### src/rtl/elevator_pkg.sv
// Shared definitions for the elevator request panel and the controller.
//   FLOOR_W        width of a floor code
//   GROUND..FOURTH named floor codes
//   dwell_state_t  dwell/service FSM states
package elevator_pkg;

    localparam int FLOOR_W = 3;

    localparam logic [FLOOR_W-1:0] GROUND = 3'd0;
    localparam logic [FLOOR_W-1:0] FIRST  = 3'd1;
    localparam logic [FLOOR_W-1:0] SECOND = 3'd2;
    localparam logic [FLOOR_W-1:0] THIRD  = 3'd3;
    localparam logic [FLOOR_W-1:0] FOURTH = 3'd4;

    typedef enum logic [1:0] {
        IDLE  = 2'd0,
        DWELL = 2'd1,
        CLEAR = 2'd2
    } dwell_state_t;

endpackage

### src/rtl/button_debouncer.sv
// One call-button input path: 2-flop synchroniser, saturating stable-high
// counter and an armed flag so a held button yields a single press.
//   clk, rst_n  clock, async active-low reset
//   button      raw asynchronous button (active-high)
//   press       one-cycle pulse when a debounced press is accepted
module button_debouncer #(
    parameter int DEBOUNCE_CYCLES = 4
) (
    input  logic clk,
    input  logic rst_n,
    input  logic button,
    output logic press
);

    localparam int              CNT_W   = $clog2(DEBOUNCE_CYCLES + 1);
    localparam logic [CNT_W-1:0] CNT_MAX = CNT_W'(DEBOUNCE_CYCLES);

    logic             meta;
    logic             sync;
    logic             armed;
    logic [CNT_W-1:0] cnt;

    // Combinational so the pending bit sets on the edge after the counter saturates.
    assign press = armed && (cnt == CNT_MAX);

    always_ff @(posedge clk or negedge rst_n) begin
        if (!rst_n) begin
            meta  <= 1'b0;
            sync  <= 1'b0;
            cnt   <= '0;
            armed <= 1'b0;
        end else begin
            meta <= button;
            sync <= meta;
            if (!sync) begin
                // A low sample ends the press and re-arms for the next one.
                cnt   <= '0;
                armed <= 1'b1;
            end else begin
                if (cnt != CNT_MAX)
                    cnt <= cnt + 1'b1;
                if (press)
                    armed <= 1'b0;
            end
        end
    end

endmodule

### src/rtl/elevator_request_panel.sv
// Call-button panel: debounces per-floor buttons, latches presses as pending
// floor requests and clears a request once the door has stayed open at that
// floor for a full dwell.
//   clk, rst_n     clock, async active-low reset
//   button         raw call buttons, bit i = floor i
//   current_floor  floor code from controller
//   door_open      controller door-open indication
//   move_up/down   controller motion indications
//   floor_request  pending requests (registered)
//   dwell_active   high while the dwell timer runs
//   served_pulse   one-cycle pulse when a request is cleared
//   served_floor   floor code of the last cleared request
module elevator_request_panel
    import elevator_pkg::*;
#(
    parameter int NUM_FLOORS      = 5,
    parameter int DEBOUNCE_CYCLES = 4,
    parameter int DWELL_CYCLES    = 8
) (
    input  logic                  clk,
    input  logic                  rst_n,
    input  logic [NUM_FLOORS-1:0] button,
    input  logic [FLOOR_W-1:0]    current_floor,
    input  logic                  door_open,
    input  logic                  move_up,
    input  logic                  move_down,
    output logic [NUM_FLOORS-1:0] floor_request,
    output logic                  dwell_active,
    output logic                  served_pulse,
    output logic [FLOOR_W-1:0]    served_floor
);

    localparam int              CNT_W     = $clog2(DWELL_CYCLES + 1);
    localparam logic [CNT_W-1:0] DWELL_MAX = CNT_W'(DWELL_CYCLES);

    logic [NUM_FLOORS-1:0] press;
    logic [NUM_FLOORS-1:0] clr_mask;
    logic                  req_here;
    logic                  stay;

    dwell_state_t          state;
    logic [FLOOR_W-1:0]    target;
    logic [CNT_W-1:0]      cnt;

    for (genvar i = 0; i < NUM_FLOORS; i++) begin : g_btn
        button_debouncer #(
            .DEBOUNCE_CYCLES (DEBOUNCE_CYCLES)
        ) u_deb (
            .clk    (clk),
            .rst_n  (rst_n),
            .button (button[i]),
            .press  (press[i])
        );
    end

    // Codes at or above NUM_FLOORS match no bit, so they never start a dwell.
    always_comb begin
        req_here = 1'b0;
        for (int i = 0; i < NUM_FLOORS; i++)
            if (current_floor == FLOOR_W'(i))
                req_here = floor_request[i];
    end

    always_comb begin
        clr_mask = '0;
        for (int i = 0; i < NUM_FLOORS; i++)
            if (state == CLEAR && target == FLOOR_W'(i))
                clr_mask[i] = 1'b1;
    end

    assign stay = door_open && !move_up && !move_down && (current_floor == target);

    // A press landing on the clear edge wins: a new call arrived during service.
    always_ff @(posedge clk or negedge rst_n) begin
        if (!rst_n)
            floor_request <= '0;
        else
            floor_request <= (floor_request & ~clr_mask) | press;
    end

    always_ff @(posedge clk or negedge rst_n) begin
        if (!rst_n) begin
            state        <= IDLE;
            target       <= GROUND;
            cnt          <= '0;
            dwell_active <= 1'b0;
            served_pulse <= 1'b0;
            served_floor <= GROUND;
        end else begin
            served_pulse <= 1'b0;
            case (state)
                IDLE: begin
                    if (door_open && req_here) begin
                        state        <= DWELL;
                        target       <= current_floor;
                        cnt          <= CNT_W'(1);
                        dwell_active <= 1'b1;
                    end
                end
                DWELL: begin
                    if (!stay) begin
                        // Interrupted service: the request stays pending.
                        state        <= IDLE;
                        dwell_active <= 1'b0;
                    end else if (cnt == DWELL_MAX) begin
                        state        <= CLEAR;
                        dwell_active <= 1'b0;
                    end else begin
                        cnt <= cnt + 1'b1;
                    end
                end
                CLEAR: begin
                    served_pulse <= 1'b1;
                    served_floor <= target;
                    state        <= IDLE;
                end
                default: state <= IDLE;
            endcase
        end
    end

endmodule

### config.mk
export PLATFORM = sky130hd
export DESIGN_NAME = elevator_request_panel
export DESIGN_NICKNAME = d
export VERILOG_FILES = /design/src/rtl/elevator_pkg.sv /design/src/rtl/button_debouncer.sv /design/src/rtl/elevator_request_panel.sv
export SDC_FILE = /design/constraint.sdc
export NUM_CORES = 1
export LEC_CHECK = 0
export ABC_AREA = 0
export CORE_ASPECT_RATIO = 0.75
export CORE_UTILIZATION = 55
export DETAILED_ROUTE_END_ITERATION = 16
export GPL_TIMING_DRIVEN = 1
export PLACE_DENSITY = 0.78
export SLEW_MARGIN = 15
export SYNTH_ARGS = -nofsm -noshare
export SYNTH_HDL_FRONTEND = slang
export SYNTH_SLANG_ARGS = --single-unit
### constraint.sdc
create_clock -name clk -period 2.2 [get_ports clk]
set_input_delay 0.44 -clock clk [delete_from_list [all_inputs] [get_ports clk]]
set_output_delay 0.44 -clock clk [all_outputs]
set_load 0.005 [all_outputs]
==> metrics.md <==
| Metric | Value |
|---|---|
| Clock network latency to the later pin of the worst-skew pair | `0.30 ns` |
| Actual transition at the worst max-transition pin | `0.5818 ns` |
| Result of the run | `completed` |
| Final routed wirelength across all metal layers | `3682 um` |
| Width of the die | `74.27 um` |
| Drt initial violations | `just under 100` |
| Post-synth top flop | `dfrtp_1` |
| Number of global-route vias before repair | `1,389` |
| Instance count after placement with tap cells included | `269` |
| Clock tree root buffer cell | `clkbuf_8` |
| Wire length per cell after detailed routing | `13.34 um` |
| Leak | `~1.2 nW` |
| Finished Layout Cells | `276` |
| Max-slew violation total from the final report | `0` |
| RSZ-0062 raised after global routing | `no` |
| Detailed-routing iteration count for the pre-antenna-repair pass | `4` |
| First-pass GRT wire length | `6354 um` |
| Effective utilization at floorplan | `0.5810` |
| Final clock period utilization by the worst path | `0.8896` |
| Maximum fanout along the worst path | `5` |
| Gate Count Post-Synth | `192` |
| Number of DRC violations after detailed routing | `0` |
| Class of the worst hold path | `input port to async pin` |
| Fraction of the core area covered by cells at the end of the flow | `0.6903` |
| Drt via density | `5.254` |
| Number of hold violations in the final report | `0` |
| Worst hold margin | `0.1202 ns` |
| # H-tree levels | `2` |
| TritonCTS Buffers | `5` |
| Commonest cells after routing, fill and taps aside | `dfrtp_1, nand2_1, inv_1, clkdlybuf4s50_1, ha_1` |
| Maximum count of clock buffers along a single path | `2` |
| Worst voltage drop across the vdd grid | `0.0004822 V` |
| DP HPWL | `2729 um` |
| Post-Synthesis Mean Instance Area | `11.22 sq um` |
| Commonest non-fill, non-tap cell in the layout | `dfrtp_1` |
| Syn-to-layout area delta | `18.82%` |
| Number of endpoints failing setup at the final stage | `0` |
| Arrival time at the worst endpoint | `2.18 ns` |
| Die Y | `56.21 um` |
| Antenna diode instance count | `0` |
| Count of flip-flops with a built-in enable after synthesis | `0` |
| Clock tree from TritonCTS | `yes` |
| Max transition margin | `0.6114` |
| Number of antenna violations at the first check in global routing | `0` |
| Max-capacitance violation count | `0` |
| Net total in the final layout | `249` |
| Layout cells sized above 1 | `0.1027` |
| Remaining antenna violation count | `0` |
| Clock period minus worst slack | `slightly below 2 ns` |
| Total via count in the routed design | `1,450` |
| Count of input and output buffers | `22` |
| Clock sinks | `49` |
| Power Density | `902.0 nW/um^2` |
| Total overflow reported by the global router | `0` |
| Max Clk Rate | `510.9 MHz` |
| Setup TNS | `0 ns` |
| # resized after CTS | `0` |
| Yosys warning total | `0` |
| Combined global-route utilization of all metal layers | `0.2065` |
| Critical path start-end classification | `input port to register` |
| Post-Syn Area | `2155 sq um` |
| Seq/Total Area, Yosys | `0.5691` |
| Post-placement cell area | `2474 sq um` |
| Unique cell type count in the Yosys netlist | `33` |
| Setup Buffers After CTS | `0` |
| Setup crit start kind | `input port` |
| Count of boundary I/O pins | `23` |
| Ys async rst share | `1.000` |
| Die outline area | `about 4200 sq um` |
| Synthesized netlist net count | `about 220` |
| Post-CTS clock slew at the launch and capture registers of the worst setup and hold paths | `0.08 ns` |
| Core outline area | `3709 sq um` |
| Final weighted congestion in routability-driven placement | `just under 0.8` |
| Max Clock Skew | `0.008408 ns` |
| Synthesized flop and latch total | `49` |
| CTS Hold Bufs | `0` |
| Endpoint required time on the critical path | `2.43 ns` |
| Post-layout instance area | `2560 sq um` |
| Largest net degree at the start of global routing | `27` |
| Kind of end point of the critical path | `register` |
| Standard-cell rows | `19` |
-- power breakdown --
| group | switching (mW) | leakage (nW) | internal (mW) |
|---|---|---|---|
| combinational | 0.257 | 0.568 | 0.315 |
| sequential | 0.164 | 0.589 | 1.06 |
| clock | 0.267 | 0.0443 | 0.250 |
| total | 0.687 | 1.20 | 1.62 |
-- cells by family after synthesis --
group	after synthesis	share of synthesized area
AOI/OAI and AO/OA	27	0.09582
DFF	49	0.5691
buffers and inverters	22	0.03833
xor gates and xnor gates	8	0.03252
muxes	7	0.03891
and+or+nand+nor	67	0.1556
adders and majority gates	12	0.06968
-- flip-flops by register name (all words and copies together), names as in the netlist, 2 cells and up --
signal	flops
state	2
floor_request	5
served_floor	3
target	3
g_btn.u_deb.armed	5
g_btn.u_deb.cnt	15
g_btn.u_deb.sync	5
g_btn.u_deb.meta	5
cnt	4
-- path summary, 6_finish.rpt --
kind                       cells after the start  slack, ns                start             endpoint
setup / recovery                               6       0.24              move_up               cnt[1]
hold / removal                                 1       0.12                rst_n               cnt[3]
setup reg to reg                               5       0.56            target[0]               cnt[1]
hold reg to reg                                0       0.35  g_btn[4].u_deb.meta  g_btn[4].u_deb.sync
max in group asynchronous                      2       1.55                rst_n  g_btn[4].u_deb.meta
min in group clk                               0       0.35  g_btn[4].u_deb.meta  g_btn[4].u_deb.sync
-- through the flow --
step	setup slack [ns]	total power, mW
2_1_floorplan	0.5297	1.547
3_3_place_gp	0.03203	1.772
3_5_place_dp	-0.02420	1.811
4_1_cts	0.2315	2.330
5_1_grt	0.1665	2.452
6_report	0.2428	2.309
-- layer usage --
metal  up-vias  part of all wire  track usage
li1        700                 -            -
met1       719              0.47       0.2806
met2        26              0.48       0.3208
met3         5             0.036      0.04891
met4         0             0.012      0.08086
met5         -                 0            0
-- critical path, stage by stage --
cell and delay [ns]:
clkdlybuf4s50_1 0.45, or3b_4 0.43, nor4_4 0.37, nand3_2 0.14
nand2_2 0.16, mux2i_1 0.19
-- Yosys cell counts, types with 4 or more instances --
| master | instances | area (sq um) |
|---|---|---|
| nor2_1 | 4 | 15.01 |
| a31oi_1 | 6 | 37.54 |
| xnor2_1 | 5 | 43.79 |
| ha_1 | 12 | 150.1 |
| a21boi_0 | 5 | 37.54 |
| dfrtp_1 | 49 | 1226 |
| o21ai_0 | 7 | 35.03 |
| nand3_1 | 9 | 45.04 |
| nand2_1 | 36 | 135.1 |
| inv_1 | 21 | 78.83 |
| and2_1 | 5 | 31.28 |
-- area by class of cell --
type	instances	area, sq um
multi-input combinational	121	845.8
timing repair buffer	26	257.7
inverter	21	78.83
sequential	49	1226
fill	281	1149
clock buffer	7	86.33
tap	52	65.06
Note: power is estimated with default switching activity, not from simulation.
